`src/rtl/alu_if_pkg.sv`:
```
// alu_if_pkg: shared state encoding, byte geometry and flag layout for the ALU UART front end
package alu_if_pkg;
    localparam int BYTE_WIDTH = 8;
    localparam int ZERO_BIT = 0;
    localparam int OVF_BIT = 1;
    localparam logic [2:0] ST_WAIT_A   = 3'd0;
    localparam logic [2:0] ST_WAIT_B   = 3'd1;
    localparam logic [2:0] ST_WAIT_OP  = 3'd2;
    localparam logic [2:0] ST_EXEC     = 3'd3;
    localparam logic [2:0] ST_SEND_RES = 3'd4;
    localparam logic [2:0] ST_WAIT_RES = 3'd5;
    localparam logic [2:0] ST_SEND_FLG = 3'd6;
    localparam logic [2:0] ST_WAIT_FLG = 3'd7;
    typedef enum logic [2:0] {
        WAIT_A   = ST_WAIT_A,
        WAIT_B   = ST_WAIT_B,
        WAIT_OP  = ST_WAIT_OP,
        EXEC     = ST_EXEC,
        SEND_RES = ST_SEND_RES,
        WAIT_RES = ST_WAIT_RES,
        SEND_FLG = ST_SEND_FLG,
        WAIT_FLG = ST_WAIT_FLG
    } state_t;
    function automatic logic [BYTE_WIDTH-1:0] pack_flags(input logic ovf, input logic zero);
        logic [BYTE_WIDTH-1:0] f;
        f = '0;
        f[OVF_BIT] = ovf;
        f[ZERO_BIT] = zero;
        return f;
    endfunction
endpackage

```
`src/rtl/alu_uart_if_if.sv`:
```
// alu_uart_if_if: UART byte stream and ALU operand/result bundle around the sequencer
interface alu_uart_if_if #(parameter int DATA_WIDTH = 8, parameter int OP_WIDTH = 6);
    import alu_if_pkg::*;
    logic [BYTE_WIDTH-1:0] rx_data;
    logic rx_done;
    logic tx_done;
    logic [DATA_WIDTH-1:0] alu_result;
    logic alu_zero;
    logic alu_overflow;
    logic [DATA_WIDTH-1:0] alu_a;
    logic [DATA_WIDTH-1:0] alu_b;
    logic [OP_WIDTH-1:0] alu_op;
    logic [BYTE_WIDTH-1:0] tx_data;
    logic tx_start;
    logic busy;
    logic [BYTE_WIDTH-1:0] rx_dropped;
    modport master (
        input  rx_data, rx_done, tx_done, alu_result, alu_zero, alu_overflow,
        output alu_a, alu_b, alu_op, tx_data, tx_start, busy, rx_dropped
    );
    modport slave (
        output rx_data, rx_done, tx_done, alu_result, alu_zero, alu_overflow,
        input  alu_a, alu_b, alu_op, tx_data, tx_start, busy, rx_dropped
    );
endinterface

```
`src/rtl/alu_uart_if.sv`:
```
// alu_uart_if: gathers A, B, opcode bytes from UART RX, drives the ALU, returns result and flags over UART TX
module alu_uart_if
    import alu_if_pkg::*;
#(
    parameter int DATA_WIDTH = 8,
    parameter int OP_WIDTH = 6
) (
    input logic clk,
    input logic reset,
    alu_uart_if_if.master bus
);
    state_t state_q, state_d;
    logic [DATA_WIDTH-1:0] a_q, b_q;
    logic [OP_WIDTH-1:0] op_q;
    logic [BYTE_WIDTH-1:0] result_q, flags_q, tx_data_q, dropped_q;
    logic busy;
    assign busy = state_q inside {EXEC, SEND_RES, WAIT_RES, SEND_FLG, WAIT_FLG};
    always_ff @(posedge clk or posedge reset) begin
        if (reset) state_q <= WAIT_A;
        else state_q <= state_d;
    end
    always_comb begin
        state_d = state_q;
        case (state_q)
            WAIT_A:   state_d = bus.rx_done ? WAIT_B : WAIT_A;
            WAIT_B:   state_d = bus.rx_done ? WAIT_OP : WAIT_B;
            WAIT_OP:  state_d = bus.rx_done ? EXEC : WAIT_OP;
            EXEC:     state_d = SEND_RES;
            SEND_RES: state_d = WAIT_RES;
            WAIT_RES: state_d = bus.tx_done ? SEND_FLG : WAIT_RES;
            SEND_FLG: state_d = WAIT_FLG;
            WAIT_FLG: state_d = bus.tx_done ? WAIT_A : WAIT_FLG;
            default:  state_d = WAIT_A;
        endcase
    end
    // tx_data is loaded on the edge that enters a SEND state so it is valid with tx_start
    always_ff @(posedge clk or posedge reset) begin
        if (reset) begin
            a_q <= '0;
            b_q <= '0;
            op_q <= '0;
            result_q <= '0;
            flags_q <= '0;
            tx_data_q <= '0;
            dropped_q <= '0;
        end else begin
            if (state_q == WAIT_A && bus.rx_done) a_q <= bus.rx_data[DATA_WIDTH-1:0];
            if (state_q == WAIT_B && bus.rx_done) b_q <= bus.rx_data[DATA_WIDTH-1:0];
            if (state_q == WAIT_OP && bus.rx_done) op_q <= bus.rx_data[OP_WIDTH-1:0];
            if (state_q == EXEC) begin
                result_q <= BYTE_WIDTH'(bus.alu_result);
                flags_q <= pack_flags(bus.alu_overflow, bus.alu_zero);
                tx_data_q <= BYTE_WIDTH'(bus.alu_result);
            end
            if (state_q == WAIT_RES && bus.tx_done) tx_data_q <= flags_q;
            if (busy && bus.rx_done && dropped_q != '1) dropped_q <= dropped_q + 8'd1;
        end
    end
    assign bus.alu_a = a_q;
    assign bus.alu_b = b_q;
    assign bus.alu_op = op_q;
    assign bus.tx_data = tx_data_q;
    assign bus.tx_start = state_q == SEND_RES || state_q == SEND_FLG;
    assign bus.busy = busy;
    assign bus.rx_dropped = dropped_q;
endmodule

```
`src/flat_wrapper.sv`:
```
// flat-port wrapper written by rule: the top's interface ports become plain ports
module alu_uart_if_flat import alu_if_pkg::*;
#(
    parameter int DATA_WIDTH = 8,
    parameter int OP_WIDTH = 6
)
  (clk, reset, bus_rx_data, bus_rx_done, bus_tx_done, bus_alu_result, bus_alu_zero, bus_alu_overflow, bus_alu_a, bus_alu_b, bus_alu_op, bus_tx_data, bus_tx_start, bus_busy, bus_rx_dropped);
  alu_uart_if_if #(.DATA_WIDTH(DATA_WIDTH), .OP_WIDTH(OP_WIDTH)) bus_i ();
  input logic clk;
  input logic reset;
  input wire logic [$bits(bus_i.rx_data)-1:0] bus_rx_data;
  input wire logic [$bits(bus_i.rx_done)-1:0] bus_rx_done;
  input wire logic [$bits(bus_i.tx_done)-1:0] bus_tx_done;
  input wire logic [$bits(bus_i.alu_result)-1:0] bus_alu_result;
  input wire logic [$bits(bus_i.alu_zero)-1:0] bus_alu_zero;
  input wire logic [$bits(bus_i.alu_overflow)-1:0] bus_alu_overflow;
  output wire logic [$bits(bus_i.alu_a)-1:0] bus_alu_a;
  output wire logic [$bits(bus_i.alu_b)-1:0] bus_alu_b;
  output wire logic [$bits(bus_i.alu_op)-1:0] bus_alu_op;
  output wire logic [$bits(bus_i.tx_data)-1:0] bus_tx_data;
  output wire logic [$bits(bus_i.tx_start)-1:0] bus_tx_start;
  output wire logic [$bits(bus_i.busy)-1:0] bus_busy;
  output wire logic [$bits(bus_i.rx_dropped)-1:0] bus_rx_dropped;
  assign bus_i.rx_data = bus_rx_data;
  assign bus_i.rx_done = bus_rx_done;
  assign bus_i.tx_done = bus_tx_done;
  assign bus_i.alu_result = bus_alu_result;
  assign bus_i.alu_zero = bus_alu_zero;
  assign bus_i.alu_overflow = bus_alu_overflow;
  assign bus_alu_a = bus_i.alu_a;
  assign bus_alu_b = bus_i.alu_b;
  assign bus_alu_op = bus_i.alu_op;
  assign bus_tx_data = bus_i.tx_data;
  assign bus_tx_start = bus_i.tx_start;
  assign bus_busy = bus_i.busy;
  assign bus_rx_dropped = bus_i.rx_dropped;
  alu_uart_if #(.DATA_WIDTH(DATA_WIDTH), .OP_WIDTH(OP_WIDTH)) u_core (.clk(clk), .reset(reset), .bus(bus_i));
endmodule
```
`config.mk`:
```
export PLATFORM = sky130hd
export DESIGN_NAME = alu_uart_if_flat
export DESIGN_NICKNAME = d
export VERILOG_FILES = /design/src/rtl/alu_if_pkg.sv /design/src/rtl/alu_uart_if_if.sv /design/src/rtl/alu_uart_if.sv /design/src/flat_wrapper.sv
export SDC_FILE = /design/constraint.sdc
export NUM_CORES = 1
export LEC_CHECK = 0
export BUFFER_PORTS_ARGS = -buffer_cell sky130_fd_sc_hd__buf_2
export CAP_MARGIN = 40
export CORE_MARGIN = 2
export CORE_UTILIZATION = 49
export CTS_CLUSTER_SIZE = 28
export DETAILED_ROUTE_END_ITERATION = 8
export GPL_ROUTABILITY_DRIVEN = 0
export PLACE_DENSITY_LB_ADDON = 0.05
export SYNTH_ARGS = -nofsm -noshare
export SYNTH_HDL_FRONTEND = slang
export SYNTH_SLANG_ARGS = --single-unit
export TNS_END_PERCENT = 30
```
`constraint.sdc`:
```
create_clock -name clk -period 2 [get_ports clk]
set_clock_uncertainty 0.2 [all_clocks]
set_input_delay 0.1 -clock clk [delete_from_list [all_inputs] [get_ports clk]]
set_output_delay 0.1 -clock clk [all_outputs]
set_load 0.05 [all_outputs]
```
* Yosys cells after proc, flatten, opt, wreduce, memory -nomap -nowiden
Cells that the tools add are included.
Word-level totals: register bits after elaboration 43, output and inout bits 40
Operators by class: add/subtract/negate cells 1, equal/unequal tests 8, muxes and demuxes 8, reduce and logical (&&, ||, !) cells 10
Operator list (number):
- one-hot mux 3 bit (8 select lines) | 1
- two-way mux 8 bit | 2
- == test 3 bit, second input constant | 4
- adder 8 x 1 -> 8 bit, second input constant | 1
- inequality test 8 bit, second input constant | 1
- == test 3 x 2 -> 1 bit, second input constant | 2
- logical AND 1 bit | 6
- nonzero test 5 bit | 1
- two-way mux 2 bit | 2
- == test 3 x 1 -> 1 bit, second input constant | 1
- logical NOT 3 bit | 1
- two-way mux 3 bit | 1
- two-way mux 1 bit | 2
- nonzero test 2 bit | 1
- logical OR 1 bit | 1

* Longest topological paths before layout
Gate-level depths: netlist of the first run.
depth in word-level cells 4, depth in mapped cells 6

* Worst setup path after synthesis of the first run
No wires, ideal clock.
path kind register -> register, from register u_core.dropped_q[0] (netlist: u_core.bus.rx_dropped[0]), to register u_core.dropped_q[6] (netlist: u_core.bus.rx_dropped[6]), setup time 0.125 ns, arrival 1.676 ns, required time 1.675 ns, setup slack -0.001 ns, stages on the path, launching flop included 6, period minus slack after synthesis 2.001 ns, path through dfrtp_1 > ha_1 > inv_1 > nor3_2 > and3_4 > mux2_4
Between the ends: word-level cells in the longest chain between the ends 2
RTL lines:
- start, declared | RTL line alu_uart_if.sv:15 | logic [BYTE_WIDTH-1:0] result_q, flags_q, tx_data_q, dropped_q;
- start signal, assigned | RTL line alu_uart_if.sv:56 | if (busy && bus.rx_done && dropped_q != '1) dropped_q <= dropped_q + 8'd1;
- branches (longest 2 deep; another with adder 8 x 1 -> 8 bit)
Several ways; the timed one is not identified. A chain may end at the register's enable or synchronous reset.

* Final worst setup path of the first run
from register u_core.state_q[2], to register u_core.a_q[3] (netlist: u_core.bus.alu_a[3])
Between the ends: word-level cells in the longest chain between the ends 2
RTL lines:
- start, declared | RTL line alu_uart_if.sv:12 | state_t state_q, state_d;
- start signal, assigned | RTL line alu_uart_if.sv:20 | else state_q <= state_d;
- logical NOT 3 bit | RTL line alu_uart_if.sv:47 | if (state_q == WAIT_A && bus.rx_done) a_q <= bus.rx_data[DATA_WIDTH-1:0];
- logical AND 1 bit | RTL line alu_uart_if.sv:47
- end signal, assigned | RTL line alu_uart_if.sv:47
- end, declared | RTL line alu_uart_if.sv:13 | logic [DATA_WIDTH-1:0] a_q, b_q;
Every way passes these cells.

==> results.ini, run 1 <==
[critical_path]
worst-path-buf-inv=0
crit_family=simple AND/OR/NAND/NOR gates
arrival_ps=1730
crit_path_end_kind=flip-flop
crit_type=reg2reg
cp_max_fo=8
worstPathCellList=nand2b_4 > nor3_4 > mux2_2
crit_required_ps=1960
critPathSlowestCell=dfrtp_1
critical-path-max-stage-delay_ps=450
crit_path_start_kind=flip-flop

[clocking]
cts_tree=built
clock-sinks=43
cts_made_buffers=5
cts.htree.levels=2
clock_latency_ps=280
clk_pin_slew_worst_paths_ps=70
cts-root-buf=clkbuf_8
cts_resized=0
cts_buffer_depth=2

[drt]
wl_um=3770
first_pass_iters=4
wl_per_cell_um=14.0
antenna_left=0
route.detailed.drc=0
viasPerCell=5.03
drtIter0Drc=48
vias=1353

[sta]
rsz0062_at_grt=false
tightest_slew_ps=765
min_period_over_period_pct=88.6
fmax_mhz=565
setup_viol=0
hold_viol=0
finalSetupTns_ps=0
hold-worst-slack_ps=212
slew_violations=0
fin_crit_ps=1770
slew_headroom_pct=48.7

[synthesis]
synth_cells=133
avgSynthCellArea_sq_um=13.9
ys_warn_count=0
synth_cell_type_count=30
ys_seq_elements=43
yosysSeqAreaShare_pct=58.2
synthesis.area_sq_mm=0.00185
syn_nets=156

[grt]
antenna_found_initial=0
grt_pass1_wl_um=6420
grt_pass1_vias=1421
grt.overflow.total=0
grt_max_degree=23
grt_use_total_pct=20.0

[placement]
hpwl_um=2640
portBuffers=61
placed_area_sq_mm=0.00221
placed_cells=242

[layout]
final_area_sq_mm=0.00249
n_antenna_cell=0
drive_above_1_share_pct=51.1
fin_nets=245
syn_to_final_growth_pct=34.8
stdcell_count=269

[floorplanning]
rows=22
start_util_pct=50.9
die_w_um=65.4
die_height_um=65.4
core_sq_mm=0.00363
die-area_sq_mm=0.00428
ios=62

[worst_hold_path]
hold_path.class=in2async

[outcome]
status=finished, final reports clean

[flow_run]
cap_violations=0

sequential cells by signal, indices dropped and copies added (netlist names):
signal and count:
u_core.bus.alu_op 6, u_core.bus.alu_b 8, u_core.state_q 3, u_core.flags_q 2, u_core.bus.alu_a 8, u_core.bus.tx_data 8, u_core.bus.rx_dropped 8
per-stage QoR:
step / util, % / worst slack [ps]
after floorplan: - / 7.32
after global placement: 60.8 / 257
after detailed placement: 60.8 / 241
after CTS: 68.6 / 223
after global routing: 68.6 / 146
final: 68.6 / 229
per-layer routing:
| metal | global-route usage, % | up-vias | share of wire (%) |
|---|---|---|---|
| li1 | - | 648 | - |
| met1 | 23.6 | 665 | 40 |
| met2 | 34.8 | 38 | 54 |
| met3 | 4.62 | 2 | 5.0 |
| met4 | 8.85 | 0 | 0.72 |
| met5 | 0 | - | 0 |
cell usage after synthesis (all sizes together):
library cell / n / area, sq um
clkbuf: 1 / 13.8
or2: 1 / 6.26
nor2: 10 / 50.1
xor2: 2 / 17.5
a22o: 8 / 70.1
a21o: 2 / 15.0
o21ai: 2 / 10.0
dfrtp: 43 / 1080
nand2: 6 / 22.5
and3: 1 / 11.3
mux2: 28 / 323
nand4: 2 / 12.5
inv: 4 / 15.0
nor3: 5 / 62.6
nand3: 4 / 20.0
buf: 1 / 7.51
nand2b: 4 / 40.0
a31oi: 1 / 6.26
o211ai: 1 / 12.5
nor2b: 2 / 12.5
a21oi: 2 / 13.8
ha: 1 / 12.5
xnor2: 2 / 17.5
final cells by class:
type,instances,area [sq um]
Clock buffer,6,72.6
Fill cell,279,1140
Inverter,4,15.0
Multi-Input combinational cell,84,736
Sequential cell,43,1080
Tap cell,48,60.1
Timing Repair Buffer,84,531
worst register-to-register path, stage by stage (launching register included):
cell      delay (ps)
dfrtp_1          450
nand2b_4         220
nor3_4           390
mux2_2           390
worst paths after layout:
check	slack (ps)	depth (start not counted)	from	endpoint
min in group clk	280	1	u_core.bus.tx_data[0]$_DFFE_PP0P_	u_core.bus.tx_data[0]$_DFFE_PP0P_
setup reg to reg	230	3	u_core.state_q[2]$_DFF_PP0_	u_core.bus.alu_a[3]$_DFFE_PP0P_
max in group asynchronous	700	4	reset	u_core.bus.alu_b[3]$_DFFE_PP0P_
hold reg to reg	280	1	u_core.bus.tx_data[0]$_DFFE_PP0P_	u_core.bus.tx_data[0]$_DFFE_PP0P_
setup / recovery	230	3	u_core.state_q[2]$_DFF_PP0_	u_core.bus.alu_a[3]$_DFFE_PP0P_
hold / removal	210	3	reset	u_core.state_q[0]$_DFF_PP0_
repair_timing:
action,4_1_cts,5_1_grt
hold buffers,21,0
buffers inserted,0,0
endpoints found under the hold margin,58,0
endpoints found under the setup margin,0,0
placed cells by master (no fill, tap or decap), drive strengths merged, types with 2 or more instances in the layout:
master,count
buf,63
dfrtp,43
mux2,28
dlygate4sd3,21
nor2,10
a22o,8
nand2,6
clkbuf,6
nor3,5
nand3,4
nand2b,4
inv,3
nand4,2
xnor2,2
xor2,2
o21ai,2
nor2b,2
a21o,2
a21oi,2
cell families after synthesis:
family / after synthesis / share of synthesized area, %
buf+inv: 6 / 1.96
compound gates: 16 / 6.91
simple gates: 35 / 12.9
fa+ha+maj: 1 / 0.677
mux: 28 / 17.5
flops: 43 / 58.2
xor+xnor: 4 / 1.90
Power of run 1 is left out: the tool's default activity adds up to more than one toggle a clock period on the data nets, which glitch-free logic cannot reach.
==> run 2: changes to the inputs <==
--- a/config.mk
+++ b/config.mk
@@ -8,7 +8,7 @@
 export BUFFER_PORTS_ARGS = -buffer_cell sky130_fd_sc_hd__buf_2
 export CAP_MARGIN = 40
 export CORE_MARGIN = 2
-export CORE_UTILIZATION = 49
+export CORE_UTILIZATION = 30
 export CTS_CLUSTER_SIZE = 28
 export DETAILED_ROUTE_END_ITERATION = 8
 export GPL_ROUTABILITY_DRIVEN = 0
==> run 2 against run 1 <==
Effect of this change:
- first-iteration DRC count down 4.2%
- register-to-register slack about the same
- maximum frequency up 0.47%
- non-clock buffer count up 2
- global-route usage down 7.2 points
- sequential share of layout area down 1.8 points
- highest routed layer unchanged
- critical path type unchanged
- die area up 59%
==> results.ini, run 2 (synthesized netlist as in run 1, its figures left out) <==
[critical_path]
rr_endpoint=u_core.bus.alu_b[3]$_DFFE_PP0P_
crit_type=reg2reg
reg2reg_slack_ps=240  ; about the same
critPathSlowestCell=dfrtp_1
cp_max_fo=9  ; +1
crit_required_ps=1980  ; +20 ps
reg2regPathDepth=3  ; unchanged
critical-path-max-stage-delay_ps=600  ; +150 ps
timing.rr.start=u_core.state_q[0]$_DFF_PP0_
crit_family=flip-flops
crit_path_end_kind=flip-flop
arrival_ps=1740  ; about the same
crit_path_start_kind=flip-flop
worstPathCellList=nand2b_1 > nor2_4 > mux2_2
worst-path-buf-inv=0  ; unchanged

[layout]
fin_util_pct=43.9  ; -25 points
fin_nets=247  ; +0.82%
final_cell_mix=buf_2 (61), dfrtp_1 (42), mux2_2 (26)
mostFrequentLayoutCell=buf_2
final_area_sq_mm=0.00260  ; +4.4%
n_antenna_cell=0  ; unchanged
drive_above_1_share_pct=52.4  ; +1.3 points
syn_to_final_growth_pct=40.7

[grt]
grt_max_degree=18  ; -22%
grt_pass1_vias=1372  ; -3.4%
grt_pass1_wl_um=6470  ; +0.65%
grt.overflow.total=0  ; unchanged
antenna_found_initial=0  ; unchanged
grt_use_total_pct=12.8  ; -7.2 points

[clocking]
cts_made_buffers=5  ; unchanged
cts_buffer_depth=2  ; unchanged
cts.htree.levels=2  ; unchanged
cts-root-buf=clkbuf_8
clock-sinks=43  ; unchanged
clock_latency_ps=300  ; +20 ps
cts_tree=built
clk_pin_slew_worst_paths_ps=80  ; about the same

[sta]
tightest_slew_ps=457  ; -308 ps
slew_violations=0  ; unchanged
setup_viol=0  ; unchanged
hold_viol=0  ; unchanged
finalSetupTns_ps=0  ; unchanged
rsz0062_at_grt=false
slew_headroom_pct=69.4  ; +21 points
min_period_over_period_pct=88.2  ; -0.41 points
fmax_mhz=567  ; +0.47%
fin_crit_ps=1760  ; -8.29 ps
hold-worst-slack_ps=106  ; -106 ps

[floorplanning]
core_sq_mm=0.00592  ; +63%
rows=28  ; +27%
die_height_um=82.5  ; +26%
ios=62  ; unchanged
die_w_um=82.5  ; +26%
start_util_pct=31.2  ; -20 points
die-area_sq_mm=0.00680  ; +59%

[placement]
portBuffers=61  ; unchanged
hpwl_um=2900  ; +10%
placed_area_sq_mm=0.00226  ; +2.2%

[drt]
route.detailed.drc=0  ; unchanged
wl_um=3990  ; +5.8%
viasPerCell=4.53  ; -10%
antenna_left=0  ; unchanged
drtIter0Drc=46  ; -4.2%
vias=1358  ; +0.37%
first_pass_iters=3  ; -1
wl_per_cell_um=13.3  ; -5.1%

[outcome]
status=finished, final reports clean

[flow_run]
cap_violations=0  ; unchanged

[worst_hold_path]
hold_path.class=in2async

## run 2: layout make-up
cell class	count	area (sq um)
Fill cell	581	3320
Sequential cell	43	1080
Multi-Input combinational cell	84	736
Timing Repair Buffer	86	546
Tap cell	75	93.8
Clock buffer	6	72.6
Clock inverter	2	60.1
Inverter	4	15.0
## run 2: how the worst max path moves through the flow
stage               depth (start not counted)                              endpoint                            startpoint  slack (ps)
floorplan                                   5  u_core.bus.rx_dropped[6]$_DFFE_PP0P_  u_core.bus.rx_dropped[1]$_DFFE_PP0P_           7
global placement                            3       u_core.bus.alu_b[2]$_DFFE_PP0P_           u_core.state_q[0]$_DFF_PP0_         260
detailed placement                          3       u_core.bus.alu_b[4]$_DFFE_PP0P_           u_core.state_q[0]$_DFF_PP0_         230
CTS                                         3       u_core.bus.alu_b[3]$_DFFE_PP0P_           u_core.state_q[0]$_DFF_PP0_         210
global route                                4  u_core.bus.rx_dropped[6]$_DFFE_PP0P_           u_core.state_q[0]$_DFF_PP0_         130
finish                                      3       u_core.bus.alu_b[3]$_DFFE_PP0P_           u_core.state_q[0]$_DFF_PP0_         240
## run 2: tightest hold or removal path: stages
cell and delay, ps:
dlygate4sd3_1 530, buf_2 120, inv_2 240
## run 2: routing by layer
metal,GRT usage (%),vias up,share of wire (%)
li1,-,651,-
met1,14.8,662,42
met2,22.3,39,50
met3,3.59,6,6.2
met4,5.00,0,1.5
met5,0,-,0
## run 2: repair_timing
| item | 4_1_cts | 5_1_grt |
|---|---|---|
| setup buffers | 0 | 0 |
| hold endpoints to repair | 80 | 0 |
| hold buffers | 21 | 0 |
| resized for setup | 0 | 0 |
## run 2: per-stage QoR
stage,cells,worst slack [ps]
after global placement,271,262
final,300,237
after global routing,300,131
after CTS,300,214
after detailed placement,271,234
after floorplan,133,7.32
Power of run 2 is left out for the same reason.
==> run 3: changes to the inputs <==
--- a/config.mk
+++ b/config.mk
@@ -13,6 +13,7 @@
 export DETAILED_ROUTE_END_ITERATION = 8
 export GPL_ROUTABILITY_DRIVEN = 0
 export PLACE_DENSITY_LB_ADDON = 0.05
+export SETUP_SLACK_MARGIN = 0.1
 export SYNTH_ARGS = -nofsm -noshare
 export SYNTH_HDL_FRONTEND = slang
 export SYNTH_SLANG_ARGS = --single-unit
==> constraint.sdc (replaced) <==
create_clock -name clk -period 2.1 [get_ports clk]
set_clock_uncertainty 0.2 [all_clocks]
set_input_delay 0.105 -clock clk [delete_from_list [all_inputs] [get_ports clk]]
set_output_delay 0.105 -clock clk [all_outputs]
set_load 0.05 [all_outputs]
==> run 3 against run 2 <==
Effect of this change:
- global-route usage down 0.41 points
- sequential share of layout area increased by 0.57 points
- wire length shrank 1.7%
- via count is 1.8% higher
- clock-buffer cell count fell by 1
- register-to-register slack better by 110 ps
- sequential cell count did not move
- critical path type unchanged
==> results.ini, run 3 (synthesized netlist as in run 1, its figures left out) <==
[outcome]
status=finished, final reports clean

[sta]
fin_crit_ps=1760  ; -7.60 ps
slew_violations=0  ; unchanged
min_period_over_period_pct=83.6  ; -4.6 points
fmax_mhz=570  ; +0.43%
slew_headroom_pct=68.9  ; -0.56 points
rsz0062_at_grt=false
tightest_slew_ps=466  ; +9.21 ps
setup_viol=0  ; unchanged
finalSetupTns_ps=0  ; unchanged
hold_viol=0  ; unchanged

[critical_path]
crit_type=reg2reg
cp_max_fo=8  ; -1
crit_path_end_kind=flip-flop
reg2reg_slack_ps=340  ; +110 ps
timing.rr.start=u_core.state_q[2]$_DFF_PP0_
rr_endpoint=u_core.bus.alu_a[4]$_DFFE_PP0P_
crit_required_ps=2080  ; +100 ps
arrival_ps=1730  ; about the same
reg2regPathDepth=3  ; unchanged
crit_path_start_kind=flip-flop

[layout]
n_antenna_cell=0  ; unchanged
syn_to_final_growth_pct=38.8
stdcell_count=298  ; -0.67%
mostFrequentLayoutCell=buf_2
final_cell_mix=buf_2 (61), dfrtp_1 (42), mux2_2 (26)
drive_above_1_share_pct=52.5  ; about the same
fin_nets=245  ; -0.81%

[grt]
gr-usage-met3_pct=4.46  ; +0.87 points
gr-usage-met2_pct=21.5  ; -0.89 points
grtUsageMet1_pct=14.0  ; -0.88 points
grt_use_total_pct=12.4  ; -0.41 points
grt.overflow.total=0  ; unchanged
grt_pass1_wl_um=6290  ; -2.7%
grt_max_degree=24  ; +6
grt_pass1_vias=1385  ; +0.95%
busiest_layer=met2
antenna_found_initial=0  ; unchanged

[placement]
placed_cells=269  ; -0.74%
hpwl_um=2870  ; -1.2%
portBuffers=61  ; unchanged

[drt]
antenna_left=0  ; unchanged
route.detailed.drc=0  ; unchanged
vias=1383  ; +1.8%
first_pass_iters=4  ; +1
wl_um=3920  ; -1.7%
viasPerCell=4.64  ; +2.5%
wl_per_cell_um=13.2  ; -1.1%
drtIter0Drc=28  ; -39%

[clocking]
clk_pin_slew_worst_paths_ps=80  ; about the same
clock_latency_ps=290  ; about the same
cts_buffer_depth=2  ; unchanged
postCtsSetupBuffers=0  ; unchanged
clock-sinks=43  ; unchanged
cts-root-buf=clkbuf_8
cts.htree.levels=2  ; unchanged
cts_made_buffers=5  ; unchanged
cts_tree=built

[floorplanning]
core_sq_mm=0.00592  ; unchanged
die-area_sq_mm=0.00680  ; unchanged
die_height_um=82.5  ; unchanged
start_util_pct=31.2  ; unchanged
die_w_um=82.5  ; unchanged
ios=62  ; unchanged
rows=28  ; unchanged

[worst_hold_path]
hold_path.class=in2async

[flow_run]
cap_violations=0  ; unchanged

==> run 3: cell count changes in the layout (fill, tap and decap cells not counted), sizes merged <==
cell and delta:
buf -2, bufinv -1, clkinv +2, clkbuf -1
==> run 3: what timing repair did <==
item                                   in CTS  in global routing
resized for setup                           0                  0
setup endpoints to repair                   0                  0
endpoints found under the hold margin      58                  0
hold buffers                               21                  0
==> run 3: how the worst max path moves through the flow <==
stage / slack (ps) / start / depth (start not counted) / endpoint
3_5_place_dp: 310 / u_core.state_q[2]$_DFF_PP0_ / 3 / u_core.bus.alu_a[4]$_DFFE_PP0P_
4_1_cts: 290 / u_core.state_q[2]$_DFF_PP0_ / 3 / u_core.bus.alu_a[3]$_DFFE_PP0P_
6_report: 340 / u_core.state_q[2]$_DFF_PP0_ / 3 / u_core.bus.alu_a[4]$_DFFE_PP0P_
3_3_place_gp: 320 / u_core.state_q[2]$_DFF_PP0_ / 3 / u_core.bus.alu_a[2]$_DFFE_PP0P_
2_1_floorplan: 110 / u_core.bus.rx_dropped[1]$_DFFE_PP0P_ / 5 / u_core.bus.rx_dropped[6]$_DFFE_PP0P_
5_1_grt: 230 / u_core.state_q[2]$_DFF_PP0_ / 3 / u_core.bus.alu_a[1]$_DFFE_PP0P_
==> run 3: final cells by class <==
class                      instances  area, sq um
fill                             581         3360
tap                               75         93.8
multi-input combinational         84          736
sequential                        43         1080
timing repair buffer              84          531
clock inverter                     3         43.8
inverter                           4         15.0
clock buffer                       5         68.8
==> run 3: layer usage <==
metal,wire (um),share of wire (%)
met3,266,6.8
met2,2010,51
met1,1620,41
met4,25,0.64
met5,0,0
==> run 3: per-stage QoR <==
stage	hold slack (ps)	utilization [%]	area [sq um]	setup WS, ps
2_1_floorplan	44.7	-	1850	107
3_3_place_gp	-52.2	37.9	2240	321
3_5_place_dp	-45.7	37.9	2240	307
4_1_cts	183	43.3	2560	286
5_1_grt	212	43.3	2560	226
6_report	169	43.3	2560	344
==> run 3: critical path, stage by stage (launching register included) <==
cell      delay [ps]
dfrtp_1          460
nand2b_4         220
nor3_4           370
mux2_2           390
Power of run 3 is left out for the same reason.
